===== src/rtl/cpu_prefetch_unit.sv =====
// cpu_prefetch_unit: byte-wide instruction fetch sequencer feeding a prefetch queue.
// Reads one byte per ADDR/WAIT/CAPTURE pass, assembles little-endian words and queues them
// for decode. Redirect flushes everything and restarts at a new PC.
// Optional build macro CPU_FETCH_READY_EN adds a mem_ready input that can stretch WAIT.
module cpu_prefetch_unit #(
    parameter int unsigned       ADDR_W      = 16,
    parameter int unsigned       WORD_BYTES  = 2,
    parameter int unsigned       QUEUE_DEPTH = 4,
    parameter int unsigned       WAIT_STATES = 1,
    parameter logic [ADDR_W-1:0] RESET_PC    = '0
) (
    input  logic                         clk,
    input  logic                         reset,
    output logic [ADDR_W-1:0]            mem_addr,
    output logic                         mem_r,
    input  logic [7:0]                   mem_data,
`ifdef CPU_FETCH_READY_EN
    input  logic                         mem_ready,
`endif
    input  logic                         redirect,
    input  logic [ADDR_W-1:0]            redirect_pc,
    input  logic                         fetch_halt,
    output logic                         word_valid,
    output logic [8*WORD_BYTES-1:0]      word,
    output logic [ADDR_W-1:0]            word_pc,
    input  logic                         word_ready,
    output logic [$clog2(QUEUE_DEPTH):0] queue_count
);
    localparam int unsigned      WORD_W   = 8 * WORD_BYTES;
    localparam int unsigned      IDX_W    = (WORD_BYTES > 1) ? $clog2(WORD_BYTES) : 1;
    localparam int unsigned      PTR_W    = $clog2(QUEUE_DEPTH);
    localparam int unsigned      CNT_W    = PTR_W + 1;
    localparam logic [IDX_W-1:0] LAST_IDX = IDX_W'(WORD_BYTES - 1);

    typedef enum logic [1:0] {StIdle, StAddr, StWait, StCapture} state_e;

    state_e            state_q, state_d;
    logic [ADDR_W-1:0] fetch_pc_q, fetch_pc_d;
    logic [ADDR_W-1:0] start_pc_q, start_pc_d;
    logic [IDX_W-1:0]  byte_idx_q, byte_idx_d;
    logic [2:0]        wait_cnt_q, wait_cnt_d;
    logic [WORD_W-1:0] part_q, part_d;

    logic [WORD_W-1:0] q_word [QUEUE_DEPTH];
    logic [ADDR_W-1:0] q_pc   [QUEUE_DEPTH];
    logic [PTR_W-1:0]  rd_ptr_q, wr_ptr_q;
    logic [CNT_W-1:0]  count_q;

    logic              rdy, pop, push, last_byte, wait_done;
    logic [WORD_W-1:0] push_word;
    logic [ADDR_W-1:0] push_pc;

`ifdef CPU_FETCH_READY_EN
    assign rdy = mem_ready;
`else
    assign rdy = 1'b1;
`endif

    assign word_valid  = (count_q != '0);
    // A redirect discards any pop requested in the same cycle.
    assign pop         = word_valid & word_ready & ~redirect;
    assign word        = q_word[rd_ptr_q];
    assign word_pc     = q_pc[rd_ptr_q];
    assign queue_count = count_q;
    // fetch_pc only moves in CAPTURE, so it doubles as the held read address.
    assign mem_addr    = fetch_pc_q;
    assign last_byte   = (byte_idx_q == LAST_IDX);
    assign wait_done   = (int'(wait_cnt_q) + 1) >= int'(WAIT_STATES);
    assign push_pc     = (byte_idx_q == '0) ? fetch_pc_q : start_pc_q;

    // Merge the byte being captured into its lane of the partial word.
    always_comb begin
        push_word = part_q;
        push_word[8*byte_idx_q +: 8] = mem_data;
    end

    // Fetch sequencer: next state, read strobe and queue push request.
    always_comb begin
        state_d    = state_q;
        fetch_pc_d = fetch_pc_q;
        start_pc_d = start_pc_q;
        byte_idx_d = byte_idx_q;
        wait_cnt_d = wait_cnt_q;
        part_d     = part_q;
        mem_r      = 1'b0;
        push       = 1'b0;
        unique case (state_q)
            StIdle: begin
                if (!fetch_halt && (int'(count_q) - int'(pop) < int'(QUEUE_DEPTH))) begin
                    state_d = StAddr;
                end
            end
            StAddr: begin
                mem_r      = 1'b1;
                wait_cnt_d = '0;
                if (WAIT_STATES == 0 && rdy) state_d = StCapture;
                else                         state_d = StWait;
            end
            StWait: begin
                mem_r = 1'b1;
                if (wait_done) begin
                    if (rdy) state_d = StCapture;
                end else begin
                    wait_cnt_d = wait_cnt_q + 3'd1;
                end
            end
            StCapture: begin
                mem_r      = 1'b1;
                part_d     = push_word;
                fetch_pc_d = fetch_pc_q + ADDR_W'(1);
                if (byte_idx_q == '0) start_pc_d = fetch_pc_q;
                if (last_byte) begin
                    push       = 1'b1;
                    byte_idx_d = '0;
                    // Next word only if a slot remains after this push and any pop.
                    if (!fetch_halt &&
                        (int'(count_q) + 1 - int'(pop) < int'(QUEUE_DEPTH))) begin
                        state_d = StAddr;
                    end else begin
                        state_d = StIdle;
                    end
                end else begin
                    byte_idx_d = byte_idx_q + IDX_W'(1);
                    state_d    = StAddr;
                end
            end
            default: state_d = StIdle;
        endcase
        if (redirect) begin
            state_d    = fetch_halt ? StIdle : StAddr;
            fetch_pc_d = redirect_pc;
            byte_idx_d = '0;
            wait_cnt_d = '0;
            push       = 1'b0;
        end
    end

    // Sequencer state registers.
    always_ff @(posedge clk) begin
        if (reset) begin
            state_q    <= StIdle;
            fetch_pc_q <= RESET_PC;
            start_pc_q <= RESET_PC;
            byte_idx_q <= '0;
            wait_cnt_q <= '0;
            part_q     <= '0;
        end else begin
            state_q    <= state_d;
            fetch_pc_q <= fetch_pc_d;
            start_pc_q <= start_pc_d;
            byte_idx_q <= byte_idx_d;
            wait_cnt_q <= wait_cnt_d;
            part_q     <= part_d;
        end
    end

    // Prefetch queue pointers and occupancy; redirect empties the queue.
    always_ff @(posedge clk) begin
        if (reset || redirect) begin
            rd_ptr_q <= '0;
            wr_ptr_q <= '0;
            count_q  <= '0;
        end else begin
            if (push) wr_ptr_q <= wr_ptr_q + PTR_W'(1);
            if (pop)  rd_ptr_q <= rd_ptr_q + PTR_W'(1);
            if (push && !pop)      count_q <= count_q + CNT_W'(1);
            else if (!push && pop) count_q <= count_q - CNT_W'(1);
        end
    end

    // Queue storage; cleared on reset so the idle head reads as zero at RESET_PC.
    always_ff @(posedge clk) begin
        if (reset) begin
            for (int i = 0; i < int'(QUEUE_DEPTH); i++) begin
                q_word[i] <= '0;
                q_pc[i]   <= RESET_PC;
            end
        end else if (push) begin
            q_word[wr_ptr_q] <= push_word;
            q_pc[wr_ptr_q]   <= push_pc;
        end
    end

endmodule


===== config.mk =====
export PLATFORM = sky130hd
export DESIGN_NAME = cpu_prefetch_unit
export DESIGN_NICKNAME = d
export VERILOG_FILES = /design/src/rtl/cpu_prefetch_unit.sv
export SDC_FILE = /design/constraint.sdc
export NUM_CORES = 1
export LEC_CHECK = 0
export ABC_AREA = 1
export CORE_ASPECT_RATIO = 0.8
export CORE_MARGIN = 1
export CORE_UTILIZATION = 52
export CTS_CLUSTER_SIZE = 10
export DETAILED_ROUTE_END_ITERATION = 7
export PLACE_DENSITY = 0.76
export SLEW_MARGIN = 10
export SYNTH_ARGS = -nofsm -noshare
export SYNTH_HDL_FRONTEND = slang
export SYNTH_SLANG_ARGS = --single-unit
export TNS_END_PERCENT = 5

===== constraint.sdc =====
create_clock -name clk -period 3.8 [get_ports clk]
set_input_delay 0.38 -clock clk [delete_from_list [all_inputs] [get_ports clk]]
set_output_delay 0.38 -clock clk [all_outputs]
set_load 0.02 [all_outputs]

==> results by group, run 1 <==
Status
  • Status: finished clean

CTS
  • Setup Buffers After CTS: 0
  • Root Buffer: clkbuf_16
  • Clock sink count: 191
  • H-tree Lvls: 4
  • Worst-path clk slew: roughly 0.070 ns
  • Cts hold-fix bufs: 0
  • Post-CTS sizing: 0
  • CTS buffer count: 17
  • Clock tree buffer depth: 2
  • Worst-skew pair later-pin latency: 0.43 ns
  • CTS tree: done

Routing
  • Wirelength per Cell: about 15 um
  • Post-route DRC: 0
  • Vias: 6961
  • Total Routed Length: 19900 um
  • Initial drt markers: ~630
  • Pre-antenna DRT Iters: 5
  • Via density: 5.39
  • DRT antenna net count: 0

Power
  • Worst vdd ir: 320 uV
  • LEAKAGE: 4.14 nW
  • PwrDens: 421 mW/mm2

Die
  • Die height: approximately 120 um
  • Initial Util: 53.1%
  • Core area: 0.0166 mm2
  • Row cnt: 42
  • Boundary Pins: 82
  • Die width: 147 um
  • Die area: 0.0174 mm2

Logic synthesis
  • Seq/Total Area, Yosys: approximately three fifths
  • Post-synth cell types: 33
  • Yosys reg bits: around 190
  • Synthesized instance count: 998
  • Syn_area_per_cell: roughly 8.8 um2
  • Cell Area, Synth: 0.00879 mm2
  • Post-Syn Nets: 1037
  • Synth warnings: 0

STA
  • Period utilization: 89.6%
  • RSZ-0062 raised after global routing: no
  • Final worst clock skew: 0.00915 ns
  • Minimum clock period: 3.41 ns
  • Fin. Hold Viols: 0
  • Final setup viols: 0
  • Fin. max-slew vios: 0
  • Worst-margin pin slew: 1.16 ns
  • Final worst-path setup slack: 0.394 ns
  • Max Clock Freq: slightly below 300 MHz
  • Relative slew slack: 22.0%
  • Setup TNS: 0 ns

Setup path
  • Data arrival, critical path: 3.03 ns
  • Critical Path RT: 3.42 ns
  • Critical Path Fanout Max: 44
  • Worst Setup EP: word_pc[13]
  • Reg2reg end: q_pc[0][5]
  • Worst Setup Start Kind: flip-flop
  • Worst reg2reg path depth: 7
  • RR Startpoint: state_q[0]
  • R2r setup slk: 1.51 ns
  • Crit. End Element: output port
  • Crit Path Category: flip-flop to output port

Placement
  • RePlAce Congestion: 0.824
  • # port buffers: 81
  • Pre-CTS setup slack: 0.872 ns
  • Final HPWL DP: 12800 um
  • Placed Cells incl. Taps: 1261

Finish
  • Antenna cells: 0
  • Nets: 1099
  • Non-filler instance count after layout: approximately 1300
  • Synthesis-to-layout area growth: 17.3%
  • Share of layout cells above drive strength 1: 6.16%

Hold path
  • HP Class: flip-flop to flip-flop

Global route
  • Aggregate global routing overflow: 0
  • Gr usage total: 24.4%
  • Initial antenna violation count: 0
  • Number of global-route vias before repair: about 6600
  • Largest net degree at the start of global routing: 65
  • First-pass GRT wire length: about 33000 um

Run
  • Maxcap violations: 0
-- worst min path at each step --
stage	startpoint	endpoint	slack, ns	cells past startpoint
2_1_floorplan	part_q[1]	part_q[1]	0.45	2
3_3_place_gp	start_pc_q[9]	start_pc_q[9]	0.46	2
3_5_place_dp	start_pc_q[9]	start_pc_q[9]	0.48	2
4_1_cts	part_q[14]	part_q[14]	0.49	2
5_1_grt	part_q[11]	part_q[11]	0.52	2
6_report	part_q[1]	part_q[1]	0.49	2
-- state kept, by name, indices dropped and copies added, names as in the netlist, named ones only --
signal and cells:
wait_cnt_q 3, mem_addr 16, q_word 64, start_pc_q 16, queue_count 3, rd_ptr_q 2
byte_idx_q 1, q_pc 64, state_q 2, wr_ptr_q 2, part_q 16
-- cell usage after synthesis (all sizes together) --
master | n | area (um2)
fa | 1 | 20.0
and3 | 1 | 6.26
a21oi | 24 | 120
nand3 | 13 | 65.1
dfxtp | 63 | 1260
o211ai | 3 | 22.5
a31oi | 2 | 12.5
nor3 | 7 | 35.0
nand4 | 7 | 43.8
a22oi | 8 | 60.1
o21ai | 134 | 671
inv | 107 | 404
xor2 | 5 | 43.8
clkbuf | 28 | 105
o22ai | 33 | 206
ha | 9 | 113
buf | 25 | 149
a211oi | 9 | 67.6
xnor2 | 1 | 8.76
edfxtp | 128 | 3840
nand2 | 131 | 502
nor2 | 257 | 1020
clkinv | 2 | 7.51
-- worst max-delay path: stages, from the launching register on --
cell and delay [ns]:
dfxtp_2 0.33, clkinv_1 0.89, buf_4 0.56, o21ai_0 0.19
o22ai_1 0.09, clkdlybuf4s50_1 0.53
-- power breakdown --
group	internal [mW]	switching, mW
Sequential	2.28	0.0384
Clock	0.971	0.771
Combinational	0.113	0.170
-- layer usage --
layer	vias to the layer above	routed length, um	global-route usage, %
met1	3251	9250	35.5
met4	0	243	6.51
met2	252	8930	37.6
li1	3441	-	-
met5	-	0	0
met3	17	1500	4.36
-- cells in the final DEF, fill, tap and decap left out, drive strengths merged --
cell	synthesis	final
nor2	257	257
o21ai	134	134
nand2	131	131
edfxtp	128	128
inv	107	111
clkdlybuf4s50	0	81
dfxtp	63	63
o22ai	33	33
a21oi	24	24
clkbuf	28	19
buf	25	15
nand3	13	13
a211oi	9	9
ha	9	9
a22oi	8	8
nor3	7	7
nand4	7	7
clkinv	2	7
xor2	5	5
o211ai	3	3
a31oi	2	2
bufinv	0	2
xnor2	1	1
and3	1	1
fa	1	1
clkinvlp	0	1
-- through the flow --
step	instance area (um2)	power, mW	util [%]	hold slack (ns)
final	10300	4.34	62.3	0.488
after global placement	9740	2.64	58.9	0.463
after detailed placement	9740	2.64	58.9	0.479
after floorplan	8790	2.52	-	0.449
after global routing	10300	4.47	62.3	0.525
after CTS	10300	4.36	62.3	0.488
-- cells by family after synthesis --
kind of cell               Yosys count  share of synthesized area, %
DFF                                191                          58.1
adders and majority gates           10                          1.51
buffers and inverters              162                          7.58
xor gates and xnor gates             6                         0.598
AOI/OAI and AO/OA                  213                          13.2
and+or+nand+nor                    416                          19.0
-- area by class of cell --
cell class	count	area (um2)
clock buffer	19	433
clock inverter	12	133
fill	1410	6250
inverter	109	412
multi-input combinational	645	3020
sequential	191	5110
tap	220	275
timing repair buffer	96	923
(Power assumes the default switching activity.)
==> run 2: changes to the inputs <==
--- a/config.mk
+++ b/config.mk
@@ -8,10 +8,11 @@
 export ABC_AREA = 1
 export CORE_ASPECT_RATIO = 0.8
 export CORE_MARGIN = 1
-export CORE_UTILIZATION = 52
+export CORE_UTILIZATION = 54
+export CTS_BUF_LIST = sky130_fd_sc_hd__clkbuf_4 sky130_fd_sc_hd__clkbuf_8
 export CTS_CLUSTER_SIZE = 10
 export DETAILED_ROUTE_END_ITERATION = 7
-export PLACE_DENSITY = 0.76
+export PLACE_DENSITY = 0.79
 export SLEW_MARGIN = 10
 export SYNTH_ARGS = -nofsm -noshare
 export SYNTH_HDL_FRONTEND = slang
==> results by group, run 2 (synthesis results as in run 1) <==
Die
  • Core area: 0.0159 mm2 (-4.2%)
  • Boundary Pins: 82 (unchanged)
  • Die width: 145 um (-1.8%)
  • Initial Util: 55.4% (+2.4 points)
  • Die height: 116 um (-1.8%)
  • Die area: 0.0168 mm2 (-3.6%)
  • Row cnt: 41 (-2.4%)

Routing
  • Vias: 6979 (+0.26%)
  • Total Routed Length: 20100 um (+0.65%)
  • Pre-antenna DRT Iters: 5 (unchanged)
  • Via density: 5.42 (+0.65%)
  • Post-route DRC: 0 (unchanged)
  • DRT antenna net count: 0 (unchanged)
  • Initial drt markers: 654 (+3.5%)
  • Wirelength per Cell: 15.6 um (+1.0%)

Run
  • Maxcap violations: 0 (unchanged)

Power
  • Worst vdd ir: 230 uV (-28%)
  • PwrDens: 378 mW/mm2 (-10%)
  • Clk pwr share: 31.7% (-8.4 points)
  • Internal power: 2.87 mW (-15%)
  • Reg power frac: 60.9% (+7.5 points)
  • Net Sw Frac: 24.6% (+2.0 points)
  • LEAKAGE: 4.04 nW (-2.4%)
  • Combinational Power Share: 7.5% (+1.0 points)
  • Psw: 0.935 mW (-4.5%)

CTS
  • Clock tree buffer depth: 2 (unchanged)
  • Post-CTS sizing: 0 (unchanged)
  • Clock sink count: 191 (unchanged)
  • Worst-skew pair later-pin latency: 0.47 ns (+0.04 ns)
  • Worst-path clk slew: 0.09 ns (+0.02 ns)
  • Setup Buffers After CTS: 0 (unchanged)
  • H-tree Lvls: 4 (unchanged)
  • CTS buffer count: 17 (unchanged)
  • Root Buffer: clkbuf_8
  • CTS tree: done
  • Cts hold-fix bufs: 0 (unchanged)

Global route
  • Number of global-route vias before repair: 6438 (-1.8%)
  • Grt met1 use: 35.2% (-0.27 points)
  • GRT met3 Usage: 4.96% (+0.60 points)
  • Routing usage on met2: 39.7% (+2.1 points)
  • Initial antenna violation count: 0 (unchanged)
  • Gr usage total: 25.2% (+0.76 points)
  • First-pass GRT wire length: 32100 um (-2.9%)
  • Grt peak-use layer: met2
  • Aggregate global routing overflow: 0 (unchanged)
  • Largest net degree at the start of global routing: 65 (unchanged)

Setup path
  • Data arrival, critical path: 2.67 ns (-0.36 ns)
  • Crit Path Category: flip-flop to output port
  • Worst Setup Start Kind: flip-flop
  • Critical Path Fanout Max: 33 (-25%)
  • Crit. End Element: output port
  • Critical Path RT: 3.42 ns (about the same)

STA
  • Setup TNS: 0 ns (unchanged)
  • Fin. max-slew vios: 0 (unchanged)
  • RSZ-0062 raised after global routing: no
  • Relative slew slack: 39.9% (+18 points)
  • Period utilization: 80.2% (-9.4 points)
  • Final worst clock skew: 0.0126 ns (+0.00342 ns)
  • Fin. Hold Viols: 0 (unchanged)
  • Max Clock Freq: 328 MHz (+12%)
  • Minimum clock period: 3.05 ns (-0.357 ns)
  • Worst-margin pin slew: 0.900 ns (-0.263 ns)
  • Final setup viols: 0 (unchanged)

Hold path
  • HP Class: flip-flop to flip-flop

Finish
  • Biggest regs: q_pc x64, q_word x64
  • Non-filler instance count after layout: 1287 (-0.39%)
  • Fillers: 1272 (-9.8%)
  • Synthesis-to-layout area growth: 14.7%
  • Commonest non-fill, non-tap cells in the layout: 248 x nor2_1, 132 x o21ai_0, 129 x nand2_1
  • Antenna cells: 0 (unchanged)
  • Nets: 1099 (unchanged)
  • Share of layout cells above drive strength 1: 6.16% (unchanged)
  • Most common cell after layout, fill and taps aside: nor2_1

Placement
  • Placed Cells incl. Taps: 1256 (-0.40%)
  • # port buffers: 81 (unchanged)
  • RePlAce Congestion: 0.900 (+9.3%)
  • Final HPWL DP: 12700 um (-1.1%)

Status
  • Status: finished clean
[run 2: changes by cell type in the layout (fill, tap and decap cells not counted), sizes merged]
cell	change
bufinv	-2
clkbuf	+1
clkinv	+1
clkinvlp	-1
inv	+1
[run 2: worst paths after layout]
path	from	to	slack, ns	cells past startpoint
min reg2reg	part_q[13]	part_q[13]	0.49	2
max	flip-flop	word_pc[1]	0.75	6
min	part_q[13]	part_q[13]	0.49	2
max reg2reg	state_q[0]	q_word[0][14]	1.51	7
[run 2: power groups by stage]
stage	clock network, mW	logic (mW)	registers (mW)
4_1_cts	1.21	0.283	2.31
6_report	1.21	0.284	2.32
5_1_grt	1.29	0.310	2.32
3_3_place_gp	0	0.276	2.36
3_5_place_dp	0	0.281	2.36
2_1_floorplan	0	0.152	2.37
[run 2: worst max-delay path, stage by stage (launching register included)]
cell and delay [ns]:
dfxtp_1 0.31, buf_4 0.23, inv_1 0.33, buf_4 0.32, o21ai_0 0.13, o22ai_1 0.23
clkdlybuf4s50_1 0.66
[run 2: final cells by class]
type / instances / area (um2) / area share (%)
sequential: 191 / 5110 / 50.7
timing repair buffer: 96 / 923 / 9.16
clock inverter: 11 / 83.8 / 0.832
clock buffer: 20 / 256 / 2.55
multi-input combinational: 645 / 3020 / 30.0
inverter: 109 / 412 / 4.09
tap: 215 / 269 / 2.67
[run 2: metal layers]
layer / up-vias / wire, um
met2: 295 / 9130
met4: 0 / 234
met5: - / 0
met1: 3245 / 9120
li1: 3419 / -
met3: 20 / 1560
[run 2: stage by stage]
step	total power [mW]	area (um2)	hold slack (ns)	setup WS, ns	utilization, %
finish	3.80	10100	0.493	0.751	63.6
CTS	3.81	10100	0.478	0.738	63.6
floorplan	2.52	8790	0.449	0.0251	-
detailed placement	2.64	9740	0.475	1.11	61.4
global route	3.92	10100	0.506	0.527	63.6
global placement	2.64	9740	0.463	1.14	61.4
